===== config.mk =====
export PLATFORM = sky130hd
export DESIGN_NAME = inst_loader_ctrl_flat
export DESIGN_NICKNAME = d
export VERILOG_FILES = /design/src/rtl/inst_loader_ctrl_if.sv /design/src/rtl/inst_loader_ctrl.sv /design/src/flat_wrapper.sv
export SDC_FILE = /design/constraint.sdc
export NUM_CORES = 1
export LEC_CHECK = 0
export ABC_CLOCK_PERIOD_IN_PS = 7960
export BUFFER_PORTS_ARGS = -buffer_cell sky130_fd_sc_hd__buf_2
export CORE_ASPECT_RATIO = 1.75
export CORE_MARGIN = 4
export CORE_UTILIZATION = 40
export DETAILED_ROUTE_END_ITERATION = 16
export GPL_ROUTABILITY_DRIVEN = 0
export PLACE_DENSITY_LB_ADDON = 0.15
export SLEW_MARGIN = 20
export SYNTH_ARGS = -nofsm -noshare
export SYNTH_HDL_FRONTEND = slang
export SYNTH_SLANG_ARGS = --single-unit

===== constraint.sdc =====
create_clock -name i_clk -period 7.96 [get_ports i_clk]
set_input_delay 2.388 -clock i_clk [delete_from_list [all_inputs] [get_ports i_clk]]
set_output_delay 2.388 -clock i_clk [all_outputs]
set_load 0.02 [all_outputs]

===== src/rtl/inst_loader_ctrl_if.sv =====
// Bus between the instruction loader controller and the UART/IF/pipeline side.
// master: controller view; slave: environment view.
interface inst_loader_ctrl_if #(
    parameter int INST_SZ = 32,
    parameter int PC_SZ   = 32
);
    logic [7:0]         i_rx_data;
    logic               i_rx_valid;
    logic               i_halt;
    logic               o_write;
    logic               o_enable;
    logic [INST_SZ-1:0] o_instruction;
    logic [PC_SZ-1:0]   o_wr_addr;
    logic               o_done;
    logic               o_err;
    logic [2:0]         o_state;

    modport master (
        input  i_rx_data, i_rx_valid, i_halt,
        output o_write, o_enable, o_instruction, o_wr_addr,
        output o_done, o_err, o_state
    );

    modport slave (
        output i_rx_data, i_rx_valid, i_halt,
        input  o_write, o_enable, o_instruction, o_wr_addr,
        input  o_done, o_err, o_state
    );
endinterface


===== src/rtl/inst_loader_ctrl.sv =====
// Loads instruction words from a UART byte stream into IF, then gates execution.
// Optional single-step mode is compiled in when STEP_MODE_EN is defined.
module inst_loader_ctrl #(
    parameter int INST_SZ = 32,
    parameter int PC_SZ   = 32
) (
    input  logic i_clk,
    input  logic i_reset,
    inst_loader_ctrl_if.master bus
);
    localparam int NB    = INST_SZ / 8;
    localparam int IDX_W = $clog2(NB + 1);

    localparam logic [7:0] CMD_L = 8'h4C;
    localparam logic [7:0] CMD_C = 8'h43;
`ifdef STEP_MODE_EN
    localparam logic [7:0] CMD_S = 8'h53;
    localparam logic [7:0] CMD_N = 8'h4E;
    localparam logic [7:0] CMD_E = 8'h45;
`endif

    typedef enum logic [2:0] {
        IDLE      = 3'd0,
        LOAD_CNT  = 3'd1,
        LOAD_BYTE = 3'd2,
        WRITE     = 3'd3,
        RUN       = 3'd4,
        STEP_WAIT = 3'd5,
        STEP_EXEC = 3'd6
    } state_t;

    state_t             state_q, state_d;
    logic [7:0]         cnt_q, cnt_d;
    logic [IDX_W-1:0]   idx_q, idx_d;
    logic [INST_SZ-1:0] instr_q, instr_d;
    logic [PC_SZ-1:0]   addr_q, addr_d;
    logic               write_q, write_d;
    logic               enable_q, enable_d;
    logic               done_q, done_d;
    logic               err_q, err_d;

    logic       rx_v;
    logic [7:0] rx_b;

    assign rx_v = bus.i_rx_valid;
    assign rx_b = bus.i_rx_data;

    always_ff @(posedge i_clk or posedge i_reset) begin
        if (i_reset) begin
            state_q  <= IDLE;
            cnt_q    <= '0;
            idx_q    <= '0;
            instr_q  <= '0;
            addr_q   <= '0;
            write_q  <= 1'b0;
            enable_q <= 1'b0;
            done_q   <= 1'b0;
            err_q    <= 1'b0;
        end else begin
            state_q  <= state_d;
            cnt_q    <= cnt_d;
            idx_q    <= idx_d;
            instr_q  <= instr_d;
            addr_q   <= addr_d;
            write_q  <= write_d;
            enable_q <= enable_d;
            done_q   <= done_d;
            err_q    <= err_d;
        end
    end

    // write/enable are computed here for the next state, so they are
    // mutually exclusive by construction and registered at the outputs
    always_comb begin
        state_d  = state_q;
        cnt_d    = cnt_q;
        idx_d    = idx_q;
        instr_d  = instr_q;
        addr_d   = addr_q;
        write_d  = 1'b0;
        enable_d = 1'b0;
        done_d   = done_q;
        err_d    = err_q;
        case (state_q)
            IDLE: begin
                if (rx_v) begin
                    if (rx_b == CMD_L) begin
                        state_d = LOAD_CNT;
                        done_d  = 1'b0;
                        err_d   = 1'b0;
                        addr_d  = '0;
                        idx_d   = '0;
                    end else if (rx_b == CMD_C) begin
                        state_d  = RUN;
                        enable_d = 1'b1;
                    end
`ifdef STEP_MODE_EN
                    else if (rx_b == CMD_S) begin
                        state_d = STEP_WAIT;
                    end
`endif
                end
            end
            LOAD_CNT: begin
                if (rx_v) begin
                    if (rx_b == 8'd0) begin
                        state_d = IDLE;
                    end else begin
                        cnt_d   = rx_b;
                        idx_d   = '0;
                        state_d = LOAD_BYTE;
                    end
                end
            end
            LOAD_BYTE: begin
                if (rx_v) begin
                    instr_d = INST_SZ'({instr_q, rx_b});
                    idx_d   = idx_q + 1'b1;
                    if (idx_q == IDX_W'(NB - 1)) begin
                        state_d = WRITE;
                        write_d = 1'b1;
                    end
                end
            end
            WRITE: begin
                if (rx_v) begin
                    err_d = 1'b1;
                end
                addr_d = addr_q + PC_SZ'(4);
                cnt_d  = cnt_q - 8'd1;
                idx_d  = '0;
                if (cnt_q == 8'd1) begin
                    state_d = IDLE;
                end else begin
                    state_d = LOAD_BYTE;
                end
            end
            RUN: begin
                if (bus.i_halt) begin
                    state_d = IDLE;
                    done_d  = 1'b1;
                end else begin
                    enable_d = 1'b1;
                end
            end
`ifdef STEP_MODE_EN
            STEP_WAIT: begin
                if (rx_v) begin
                    if (rx_b == CMD_N) begin
                        state_d = STEP_EXEC;
                    end else if (rx_b == CMD_E) begin
                        state_d = IDLE;
                    end
                end
            end
            STEP_EXEC: begin
                if (bus.i_halt) begin
                    state_d = IDLE;
                    done_d  = 1'b1;
                end else begin
                    state_d  = STEP_WAIT;
                    enable_d = 1'b1;
                end
            end
`endif
            default: begin
                state_d = IDLE;
            end
        endcase
    end

    assign bus.o_write       = write_q;
    assign bus.o_enable      = enable_q;
    assign bus.o_instruction = instr_q;
    assign bus.o_wr_addr     = addr_q;
    assign bus.o_done        = done_q;
    assign bus.o_err         = err_q;
    assign bus.o_state       = state_q;
endmodule


===== src/flat_wrapper.sv =====
// flat-port wrapper written by rule: the top's interface ports become plain ports
module inst_loader_ctrl_flat 
#(
    parameter int INST_SZ = 32,
    parameter int PC_SZ   = 32
)
  (i_clk, i_reset, bus_i_rx_data, bus_i_rx_valid, bus_i_halt, bus_o_write, bus_o_enable, bus_o_instruction, bus_o_wr_addr, bus_o_done, bus_o_err, bus_o_state);
  inst_loader_ctrl_if #(.INST_SZ(INST_SZ), .PC_SZ(PC_SZ)) bus_i ();
  input  logic i_clk;
  input  logic i_reset;
  input wire logic [$bits(bus_i.i_rx_data)-1:0] bus_i_rx_data;
  input wire logic [$bits(bus_i.i_rx_valid)-1:0] bus_i_rx_valid;
  input wire logic [$bits(bus_i.i_halt)-1:0] bus_i_halt;
  output wire logic [$bits(bus_i.o_write)-1:0] bus_o_write;
  output wire logic [$bits(bus_i.o_enable)-1:0] bus_o_enable;
  output wire logic [$bits(bus_i.o_instruction)-1:0] bus_o_instruction;
  output wire logic [$bits(bus_i.o_wr_addr)-1:0] bus_o_wr_addr;
  output wire logic [$bits(bus_i.o_done)-1:0] bus_o_done;
  output wire logic [$bits(bus_i.o_err)-1:0] bus_o_err;
  output wire logic [$bits(bus_i.o_state)-1:0] bus_o_state;
  assign bus_i.i_rx_data = bus_i_rx_data;
  assign bus_i.i_rx_valid = bus_i_rx_valid;
  assign bus_i.i_halt = bus_i_halt;
  assign bus_o_write = bus_i.o_write;
  assign bus_o_enable = bus_i.o_enable;
  assign bus_o_instruction = bus_i.o_instruction;
  assign bus_o_wr_addr = bus_i.o_wr_addr;
  assign bus_o_done = bus_i.o_done;
  assign bus_o_err = bus_i.o_err;
  assign bus_o_state = bus_i.o_state;
  inst_loader_ctrl #(.INST_SZ(INST_SZ), .PC_SZ(PC_SZ)) u_core (.i_clk(i_clk), .i_reset(i_reset), .bus(bus_i));
endmodule

# Yosys cells after proc, flatten, opt, wreduce, memory -nomap -nowiden
# Index checks and enable logic that the tools add are counted.
[word_totals]
ff_bits = 82
in_bits = 12
elab_cells = 78
[op_classes]
addsub = 3
eq_ne = 17
muxes = 36
n_reduce_logical = 13
[ops]
columns = ["operator", "n"]
rows = [
  ["32-bit 2-to-1 mux", 2],
  ["32-bit one-hot mux with 2 select lines", 1],
  ["3-bit 2-to-1 mux", 12],
  ["32-bit by 3-bit adder with 32-bit output, second input constant", 1],
  ["8-bit by 7-bit == test with 1-bit output, second input constant", 2],
  ["8-bit 2-to-1 mux", 2],
  ["8-bit one-hot mux with 2 select lines", 1],
  ["3-bit one-hot mux with 5 select lines", 1],
  ["2-bit inequality test, second input constant", 6],
  ["3-bit one-hot mux with 4 select lines", 1],
  ["6-bit AND reduction", 2],
  ["1-bit 2-to-1 mux", 11],
  ["3-bit by 2-bit == test with 1-bit output, second input constant", 3],
  ["8-bit by 1-bit == test with 1-bit output, second input constant", 1],
  ["8-bit logical NOT", 1],
  ["4-bit AND reduction", 2],
  ["8-bit by 1-bit subtractor with 8-bit output, second input constant", 1],
  ["1-bit one-hot mux with 2 select lines", 3],
  ["3-bit AND reduction", 2],
  ["2-bit nonzero test", 3],
  ["2-bit 2-to-1 mux", 2],
  ["2-bit by 1-bit inequality test with 1-bit output, second input constant", 2],
  ["4-bit nonzero test", 1],
  ["3-bit by 1-bit adder with 3-bit output, second input constant", 1],
  ["other kinds (5)", 5],
]

# Longest topological paths before layout
# Gate-level depths: netlist (run 1).
[logic_depth]
word_depth = 5
mapped_depth = 7
mapped_depth_nobuf = 6

# Least setup slack after synthesis (run 1)
# OpenSTA, ideal clock, no wires.
[synth_path]
kind = "input to register"
start = "in bus_i_rx_data[4]"
end = "reg u_core.addr_q[27] (netlist: u_core.bus.o_wr_addr[27])"
arrival_time_ps = 3940
slack_ps = 3942
cell_stages = 5
n_path_buf = 0
path_cell_list = "nor4b_4 nand4_4 a2111o_1 or3_1 a21oi_1"
[synth_between]
elab_chain_cells = 3
[synth_lines]
columns = ["element", "line", "source"]
rows = [
  ["start, declared", "flat_wrapper.sv:11", "input wire logic [$bits(bus_i.i_rx_data)-1:0] bus_i_rx_data;"],
  ["8-bit by 7-bit == test with 1-bit output", "inst_loader_ctrl.sv:87", "if (rx_b == CMD_L) begin"],
  ["2-bit by 1-bit inequality test with 1-bit output (no source line)", "-", ""],
  ["3-bit AND reduction (no source line)", "-", ""],
  ["end signal, assigned", "inst_loader_ctrl.sv:64", "addr_q <= addr_d;"],
  ["end, declared", "inst_loader_ctrl.sv:36", "logic [PC_SZ-1:0] addr_q, addr_d;"],
]
# Every way passes these cells.
# A chain may end at the register's enable or synchronous reset.

# Worst setup path after layout (run 1)
[layout_path]
start = "in bus_i_rx_data[4]"
end = "reg u_core.addr_q[28] (netlist: u_core.bus.o_wr_addr[28])"
# Same word-level chain as after synthesis.

==> results.yml, run 1 <==
sta:
  finalCriticalPeriod_ns: 4.307
  max_freq_mhz: 232.2
  slew_violations: 0
  hold_viol_final: 0
  finalCritPeriodShare_pct: 54.11
  skew_ns: 0.007120
  maxSlewHeadroom_pct: 36.65
  rsz0062_at_grt: "false"
  tightest_slew_ns: 0.9502
  tns_ns: 0
  setup_viol: 0
  setup_slack_ns: 3.653
worst_setup_path:
  slowest_stage: "a211oi_1"
  critPathLaunchType: "primary input"
  cp-end-kind: "flip-flop"
  critPathMaxFanout: 16
  arrival_ns: 4.52
  reg2reg_setup_slack_ns: 5.28
  critPathRequiredTime_ns: 8.17
  path_buf_inv: 1
  crit_chain: "buf_2 -> nor4b_4 -> nand4_4 -> a211oi_1 -> and3_1 -> o21ai_0"
  cp_slowest_stage_delay_ns: 0.78
  crit_family: "simple AND/OR/NAND/NOR gates"
  critical_path_class: "in -> reg"
yosys:
  syn_area_um2: 3884
  async_flop_share_pct: 100.0
  ys_seq_elements: 80
  ys_warn_count: 0
  avgSynthCellArea_um2: 10.47
  synth_edf_count: 0
  synth_top_flop_cell: "dfrtp_1"
  yosysSeqAreaShare_pct: 51.55
  syn_inst: 371
  ys_types: 45
cts:
  clock_latency_ns: 0.33
  post_cts_resized: 0
  post_cts_buffers: 0
  cts_made_buffers: 9
  cts_hold_buf: 0
  clock_sink_count: 80
  htree_levels: 3
  path_clk_slew_ns: 0.06
  clockRootBuffer: "clkbuf_16"
  cts_tree: "done"
  ctsLongestPathBuffers: 2
power_and_ir_drop:
  p_leak_nw: 2.189
  ir_worst_vdd_v: 0.0001329
  p_per_area_nw_per_um2: 198.5
floorplanning:
  die_x_um: 82.49
  placementRows: 47
  core_area_um2: 9468
  initial_core_util_pct: 41.02
  dieArea_um2: 11410
  die_h_um: 138.4
  io_pins: 83
global_route:
  grt_overflow: 0
  grt_pass1_vias: 3051
  grt_pass1_wl_um: 15280
  antenna_found_initial: 0
  gr-usage-all-layers_pct: 17.04
  grt_max_degree: 81
finish:
  final_cell_mix: "buf_2 (80), dfrtp_1 (80), nor2_1 (43)"
  finish.instance_area_um2: 4678
  antenna_cells: 0
  nFillCells: 892
  drive_above_1_share_pct: 30.38
  finish.net_count: 463
  area_growth_pct: 20.46
  layout.cells.non_filler: 573
job:
  drv_cap: 0
route:
  drt_iter0_markers: 107
  ant_nets: 0
  num_vias: 3037
  dr.pass1.iters: 4
  route.detailed.drc: 0
  wirelength_um: 8986
  wire_per_inst_um: 15.68
  vias_per_cell: 5.300
placed_design:
  dp_cells: 557
  hpwlAfterDp_um: 6280
  placed_area_um2: 4374
  io_buffers: 80
  post-place-ws_ns: 3.324
hold_path:
  hp-class: "reg -> reg"
status:
  outcome: "finished clean"
==> flip-flops by register name, summed over array words and instances, names as in the netlist <==
name                      count
u_core.bus.o_wr_addr         30
u_core.bus.o_done             1
u_core.bus.o_write            1
u_core.bus.o_instruction     32
u_core.bus.o_err              1
u_core.bus.o_state            3
u_core.cnt_q                  8
u_core.idx_q                  3
u_core.bus.o_enable           1
==> per-stage QoR <==
step / hold WS (ns) / total power [W] / utilization (%)
5_1_grt: 0.5098 / 0.0009683 / 49.41
3_3_place_gp: 0.4685 / 0.0005205 / 46.20
4_1_cts: 0.4881 / 0.0009421 / 49.37
6_report: 0.4808 / 0.0009286 / 49.41
3_5_place_dp: 0.4802 / 0.0005218 / 46.20
2_1_floorplan: 0.4569 / 0.0004924 / -
==> layer usage <==
layer	vias to the layer above	global-route usage [%]	part of all wire (%)
met5	-	0	0
met1	1500	21.18	41
met4	0	6.830	1.8
met2	66	28.05	52
met3	11	3.646	4.9
li1	1460	-	-
==> worst register-to-register path, cell delays in order, from the launching register on <==
cell      delay (ns)
dfrtp_1         0.60
and2b_1         0.24
nand2_1         0.51
a211oi_1        0.87
and3_1          0.26
o21ai_0         0.09
==> cell type report <==
type | instances | area [µm²] | share of cell area, %
multi-input combinational | 264 | 1765 | 37.74
clock inverter | 3 | 40.04 | 0.8558
tap | 122 | 152.6 | 3.263
clock buffer | 13 | 260.3 | 5.563
inverter | 8 | 31.28 | 0.6686
timing repair buffer | 83 | 426.7 | 9.120
sequential | 80 | 2002 | 42.79
==> synthesized netlist by cell type, drive strengths merged (6+ instances only) <==
master | instances | area, µm²
dfrtp | 80 | 2002
xor2 | 8 | 70.07
nor3 | 8 | 40.04
buf | 9 | 48.79
o21ai | 24 | 120.1
nor2 | 43 | 161.4
and3 | 8 | 50.05
inv | 8 | 30.03
and4 | 6 | 52.55
nand3 | 13 | 65.06
nand4 | 11 | 83.83
xnor2 | 11 | 96.34
a21oi | 18 | 90.09
mux2 | 34 | 382.9
nand2 | 27 | 101.4
clkbuf | 11 | 41.29
==> power by group <==
part	internal (W)	switching (W)
Combinational	0.0000266	0.0000535
Clock	0.000259	0.000156
Sequential	0.000419	0.0000143
==> cell families (layout without fill, tap and decap cells) <==
logic type,Yosys count,in the layout,share of synthesized area (%)
buffers and inverters,28,107,3.093
DFF,80,80,51.55
xor gates and xnor gates,19,19,4.285
adders and majority gates,5,5,1.611
muxes,38,38,10.89
AOI/OAI and AO/OA,60,60,9.504
and+or+nand+nor,140,140,18.98
other,1,2,0.09656
==> final timing paths <==
path / start / to / cells past startpoint
max: bus_i_rx_data[4] / u_core.bus.o_wr_addr[28] / 6
min: u_core.idx_q[0] / u_core.idx_q[0] / 1
max in group asynchronous: i_reset / u_core.bus.o_instruction[14] / 3
min in group asynchronous: i_reset / u_core.bus.o_enable / 3
max reg2reg: u_core.bus.o_state[0] / u_core.bus.o_wr_addr[28] / 5
min reg2reg: u_core.idx_q[0] / u_core.idx_q[0] / 1
(Power assumes the default switching activity.)
==> inputs of run 2 (changes only) <==
Settings changed: ABC_AREA set to 1, ABC_CLOCK_PERIOD_IN_PS 7960 to 4400.
Clock period 7.96 ns to 4.4 ns, I/O delays scaled along.
==> run 2 against run 1 <==
  * Largest power group is now combinational logic
  * Register-to-register slack got worse by 3.1 ns
  * Cell area increased by 11%
  * Clock-buffer cell count decreased by 4
  * Clock power increased by 89%
  * Utilization decreased by 1.2 points
  * Via count increased by 36%
  * Clock skew decreased by 0.0011 ns
  * Sequential power increased to 3.5 times the previous value
==> results.yml, run 2 <==
power_and_ir_drop:
  p_sw_w: 0.001961
  swShare_pct: 47.13
  p_leak_nw: 2.788
  pwr-share-clk_pct: 18.9
  p_int_w: 0.002200
  p_seq_share_pct: 36.0
  ir_worst_vdd_v: 0.0004403
  p_per_area_nw_per_um2: 797.8
  power_frac_comb_pct: 45.1
route:
  route.detailed.drc: 0
  dr.pass1.iters: 5
  num_vias: 4123
  ant_nets: 0
  wirelength_um: 11790
  vias_per_cell: 4.979
  drt_iter0_markers: 159
  wire_per_inst_um: 14.24
finish:
  final_cell_mix: "nand2_1 (239), nor2_1 (82), buf_2 (80), dfrtp_1 (80), inv_1 (54)"
  area_growth_pct: 16.78
  layout.cells.non_filler: 828
  layout_commonest_cell: "nand2_1"
  finish.net_count: 710
  largest_register_ffs: 32
  drive_above_1_share_pct: 18.91
  antenna_cells: 0
  utilization_pct: 48.19
floorplanning:
  initial_core_util_pct: 41.26
  dieArea_um2: 12990
  io_pins: 83
  core_area_um2: 10820
  die_h_um: 147.8
  placementRows: 50
  die_x_um: 87.87
yosys:
  syn_inst: 613
  ys_types: 29
  synth.area.top_cells: "dfrtp_1 (45%), nand2_1 (20%), nor2_1 (6.9%)"
  synth_top_flop_cell: "dfrtp_1"
  yosysTopAreaCell: "dfrtp_1"
  synth_top_area_share_pct: 44.83
  ys_seq_elements: 80
  async_flop_share_pct: 100.0
  avgSynthCellArea_um2: 7.285
  synth_edf_count: 0
  yosysSeqAreaShare_pct: 44.83
  synth.top_cells.by_count: "nand2_1 (239), nor2_1 (82), dfrtp_1 (80)"
  synth.most_common_cell: "nand2_1"
  syn_area_um2: 4466
  ys_warn_count: 0
sta:
  slew_violations: 0
  tns_ns: 0
  holdWs_ns: 0.4836
  tightest_slew_ns: 0.9373
  maxSlewHeadroom_pct: 37.29
  rsz0062_at_grt: "false"
  finalCritPeriodShare_pct: 53.69
  setup_slack_ns: 2.038
  skew_ns: 0.006039
  setup_viol: 0
  max_freq_mhz: 423.3
  hold_viol_final: 0
  finalCriticalPeriod_ns: 2.362
global_route:
  gr-usage-all-layers_pct: 19.14
  grt_pass1_wl_um: 19730
  antenna_found_initial: 0
  grt_max_degree: 51
  grt_pass1_vias: 4195
  grt_overflow: 0
placed_design:
  post-place-ws_ns: 1.708
  io_buffers: 80
  hpwlAfterDp_um: 8884
  dp_cells: 812
worst_setup_path:
  startpoint: "u_core.bus.o_wr_addr[19]"
  critPathLaunchType: "flip-flop"
  path_buf_inv: 1
  rr_startpoint: "u_core.bus.o_state[1]"
  reg2reg_to: "u_core.bus.o_wr_addr[20]"
  cp_slowest_stage_delay_ns: 0.49
  cp-end-kind: "output pin"
  critical_path_class: "reg -> out"
  arrival_ns: 1.04
  critPathMaxFanout: 6
  r2r_cells: 8
  reg2reg_setup_slack_ns: 2.19
  crit_family: "flip-flops"
  critPathRequiredTime_ns: 3.08
  slowest_stage: "dfrtp_1"
  crit_chain: "buf_2"
cts:
  clockRootBuffer: "clkbuf_16"
  path_clk_slew_ns: 0.07
  ctsLongestPathBuffers: 2
  cts_made_buffers: 9
  htree_levels: 3
  cts_hold_buf: 0
  cts_tree: "done"
  post_cts_resized: 0
  clock_latency_ns: 0.34
  post_cts_buffers: 0
  clock_sink_count: 80
job:
  drv_cap: 0
hold_path:
  holdPathStages: 2
  hold_end: "u_core.bus.o_err"
  hp-class: "reg -> reg"
  min_from: "u_core.bus.o_err"
status:
  outcome: "finished clean"
## run 2: changes by cell type after synthesis, moves of 16 or more
cell | before | now
nand2_1 | 27 | 239
inv_1 | 8 | 55
nor2_1 | 43 | 82
nand3_1 | 13 | 51
mux2_2 | 34 | 0
o21ai_1 | 0 | 16
## run 2: cell families (layout without fill, tap and decap cells)
kind of cell | Yosys count | in the layout | share of synthesized area, %
compound gates | 44 | 44 | 5.240
xor+xnor | 3 | 3 | 0.5885
fa+ha+maj | 5 | 5 | 1.401
buf+inv | 74 | 158 | 8.630
flops | 80 | 80 | 44.83
mux | 8 | 8 | 2.690
other cells | 1 | 2 | 0.08398
simple gates | 398 | 398 | 36.54
## run 2: layer usage
layer / global-route usage, % / up-vias / wire length, µm
met3: 3.402 / 12 / 544
met2: 35.27 / 108 / 6618
li1: - / 2064 / -
met4: 8.218 / 0 / 164
met1: 20.67 / 1939 / 4465
met5: 0 / - / 0
## run 2: final cells by class
class                           count  area, µm²
Clock buffer                        9      225.2
Tap cell                          130      162.7
Sequential cell                    80       2002
Multi-Input combinational cell    460       2082
Clock inverter                      7      90.09
Fill cell                        1130       5608
Timing Repair Buffer               85      437.9
Inverter                           57      215.2
## run 2: through the flow
stage,area [µm²],total power (W)
final,5215,0.004160
after global placement,4900,0.003349
after detailed placement,4900,0.003404
after floorplan,4469,0.002805
after global routing,5215,0.004510
after CTS,5215,0.004215
## run 2: worst max-delay path by stage
stage | endpoint | slack, ns | depth (start not counted)
6_report | bus_o_wr_addr[19] | 2.04 | 1
5_1_grt | u_core.bus.o_wr_addr[16] | 1.94 | 8
4_1_cts | bus_o_wr_addr[8] | 2.01 | 1
3_5_place_dp | u_core.bus.o_instruction[29] | 1.71 | 3
3_3_place_gp | u_core.bus.o_instruction[25] | 1.74 | 3
2_1_floorplan | u_core.bus.o_done | 1.03 | 1
## run 2: tightest hold or removal path, cell delays in order, from the launching register on
cell	delay [ns]
dfrtp_1	0.34
nand2_1	0.05
o21ai_0	0.06
## run 2: power groups by stage
| stage | sequential, W | clock (W) | combinational, W |
|---|---|---|---|
| floorplan | 0.00176 | 0 | 0.00105 |
| finish | 0.00150 | 0.000786 | 0.00188 |
| CTS | 0.00150 | 0.000810 | 0.00190 |
| detailed placement | 0.00151 | 0 | 0.00190 |
| global placement | 0.00150 | 0 | 0.00185 |
| global route | 0.00155 | 0.000835 | 0.00213 |
==> inputs of run 3 (changes only) <==
Settings changed: ABC_AREA 1 to 0, ABC_CLOCK_PERIOD_IN_PS 4400 to 2000.
Clock period 4.4 ns to 2 ns, I/O delays scaled along.
==> run 3 against run 2 <==
  * Clock-buffer cell count grew 1
  * Global-route usage fell by 1.7 points
  * Cell area is 1.2% lower
  * Register-to-register slack got worse by 2.1 ns
  * Sequential power rose by 14%
  * Utilization increased by 6.2 points
  * Hold slack worse by 0.097 ns
  * Clock power up 140%
  * Sequential share of layout area increased by 0.48 points
  * Highest routed layer unchanged
  * Via count is 22% lower
  * Non-clock buffer count grew 45
  * Total power fell by 3.6%
==> results.yml, run 3 (synthesis gave the netlist of run 1 again) <==
finish:
  finish.instance_area_um2: 5151
  drive_above_1_share_pct: 37.83
  area_growth_pct: 32.64
  largest_register_ffs: 32
  antenna_cells: 0
  final_cell_mix: "dfrtp_1 (80), buf_2 (78), buf_4 (46)"
  finish.net_count: 510
  layout.cells.non_filler: 619
  layout_commonest_cell: "dfrtp_1"
  utilization_pct: 54.41
  nFillCells: 885
route:
  route.detailed.drc: 0
  wirelength_um: 9438
  drt_iter0_markers: 65
  ant_nets: 0
  dr.pass1.iters: 4
  num_vias: 3220
  wire_per_inst_um: 15.25
  vias_per_cell: 5.202
global_route:
  grt_pass1_vias: 3329
  antenna_found_initial: 0
  gr-usage-all-layers_pct: 17.48
  grt_overflow: 0
  grt_pass1_wl_um: 15640
  grt_max_degree: 81
status:
  outcome: "finished clean"
cts:
  path_clk_slew_ns: 0.06
  clock_latency_ns: 0.34
  clock_sink_count: 80
  cts_hold_buf: 0
  ctsLongestPathBuffers: 2
  cts_tree: "done"
  clockRootBuffer: "clkbuf_16"
  htree_levels: 3
  cts_made_buffers: 9
worst_setup_path:
  cp_num_cells: 7
  crit_family: "simple AND/OR/NAND/NOR gates"
  cp-end-kind: "flip-flop"
  r2r_cells: 7
  path_buf_inv: 2
  reg2reg_to: "u_core.bus.o_wr_addr[21]"
  path_common_cell: "buf_4"
  cp_slowest_stage_delay_ns: 0.44
  arrival_ns: 2.16
  crit_chain: "and4_1 -> nand4_1 -> buf_4 -> a2111oi_0 -> buf_4 -> xnor2_1 -> nor2_1"
  critPathRequiredTime_ns: 2.23
  critPathMaxFanout: 5
  critPathLaunchType: "flip-flop"
  rr_startpoint: "u_core.bus.o_wr_addr[16]"
  slowest_stage: "a2111oi_0"
  critical_path_class: "reg -> reg"
  reg2reg_setup_slack_ns: 0.07
placed_design:
  post-place-ws_ns: -0.3455
  dp_cells: 603
  placed_area_um2: 4777
  hpwlAfterDp_um: 6890
  io_buffers: 80
floorplanning:
  initial_core_util_pct: 41.02
  placementRows: 47
  die_h_um: 138.4
  dieArea_um2: 11410
  core_area_um2: 9468
  io_pins: 83
  die_x_um: 82.49
sta:
  finalCritPeriodShare_pct: 96.45
  setup_slack_ns: 0.07094
  hold_viol_final: 0
  finalCriticalPeriod_ns: 1.929
  setup_viol: 0
  skew_ns: 0.005620
  rsz0062_at_grt: "true"
  slew_violations: 0
  max_freq_mhz: 518.4
  tns_ns: 0
power_and_ir_drop:
  p_seq_share_pct: 42.7
  power_frac_comb_pct: 10.2
  pwr-share-clk_pct: 47.1
  swShare_pct: 23.32
  p_leak_nw: 2.442
  ir_worst_vdd_v: 0.0006174
  p_per_area_nw_per_um2: 778.8
  p_sw_w: 0.0009355
  p_int_w: 0.003076
job:
  drv_cap: 0
hold_path:
  hp-class: "in -> async"
-- run 3: worst register-to-register path: stages (launching register included) --
cell	delay (ns)
dfrtp_1	0.38
and4_1	0.25
nand4_1	0.20
buf_4	0.22
a2111oi_0	0.44
buf_4	0.19
xnor2_1	0.10
nor2_1	0.05
-- run 3: area by class of cell --
type | count | area [µm²] | area share (%)
multi-input combinational | 264 | 1780 | 34.56
timing repair buffer | 130 | 838.3 | 16.27
sequential | 80 | 2002 | 38.86
inverter | 8 | 33.78 | 0.6558
clock inverter | 5 | 105.1 | 2.040
clock buffer | 10 | 239.0 | 4.639
tap | 122 | 152.6 | 2.963
-- run 3: how the worst max path moves through the flow --
stage | startpoint | to | slack [ns]
final | u_core.bus.o_wr_addr[16] | u_core.bus.o_wr_addr[21] | 0.07
after global routing | bus_i_rx_data[5] | u_core.bus.o_wr_addr[29] | -0.04
after CTS | bus_i_rx_data[5] | u_core.bus.o_wr_addr[29] | 0.003
after detailed placement | bus_i_rx_data[7] | u_core.bus.o_wr_addr[29] | -0.35
after global placement | bus_i_rx_data[7] | u_core.bus.o_wr_addr[25] | -0.32
after floorplan | bus_i_rx_data[7] | u_core.bus.o_wr_addr[25] | -0.15
-- run 3: metrics by stage --
| stage | power, W | hold slack [ns] |
|---|---|---|
| finish | 0.004012 | 0.3865 |
| global route | 0.004160 | 0.4147 |
| CTS | 0.004051 | 0.3991 |
| detailed placement | 0.002149 | 0.4797 |
| global placement | 0.002139 | 0.4704 |
| floorplan | 0.001962 | 0.4569 |
-- run 3: per-layer routing --
layer	track usage, %	up-vias	part of all wire [%]
met4	7.793	0	2.7
met1	19.86	1553	40
met3	4.688	21	5.0
met2	29.65	82	52
met5	0	-	0
li1	-	1564	-
-- run 3: what timing repair did --
item                       4_1_cts  5_1_grt
pin swaps                        3        1
resized for setup                1        5
setup endpoints to repair        1        5
setup buffers                    1        0
-- run 3: power by group through the flow --
stage / sequential [W] / clock, W / combinational [W]
detailed placement: 0.00174 / 0 / 0.000407
global placement: 0.00174 / 0 / 0.000400
finish: 0.00171 / 0.00189 / 0.000408
CTS: 0.00171 / 0.00193 / 0.000410
floorplan: 0.00179 / 0 / 0.000169
global route: 0.00172 / 0.00199 / 0.000448
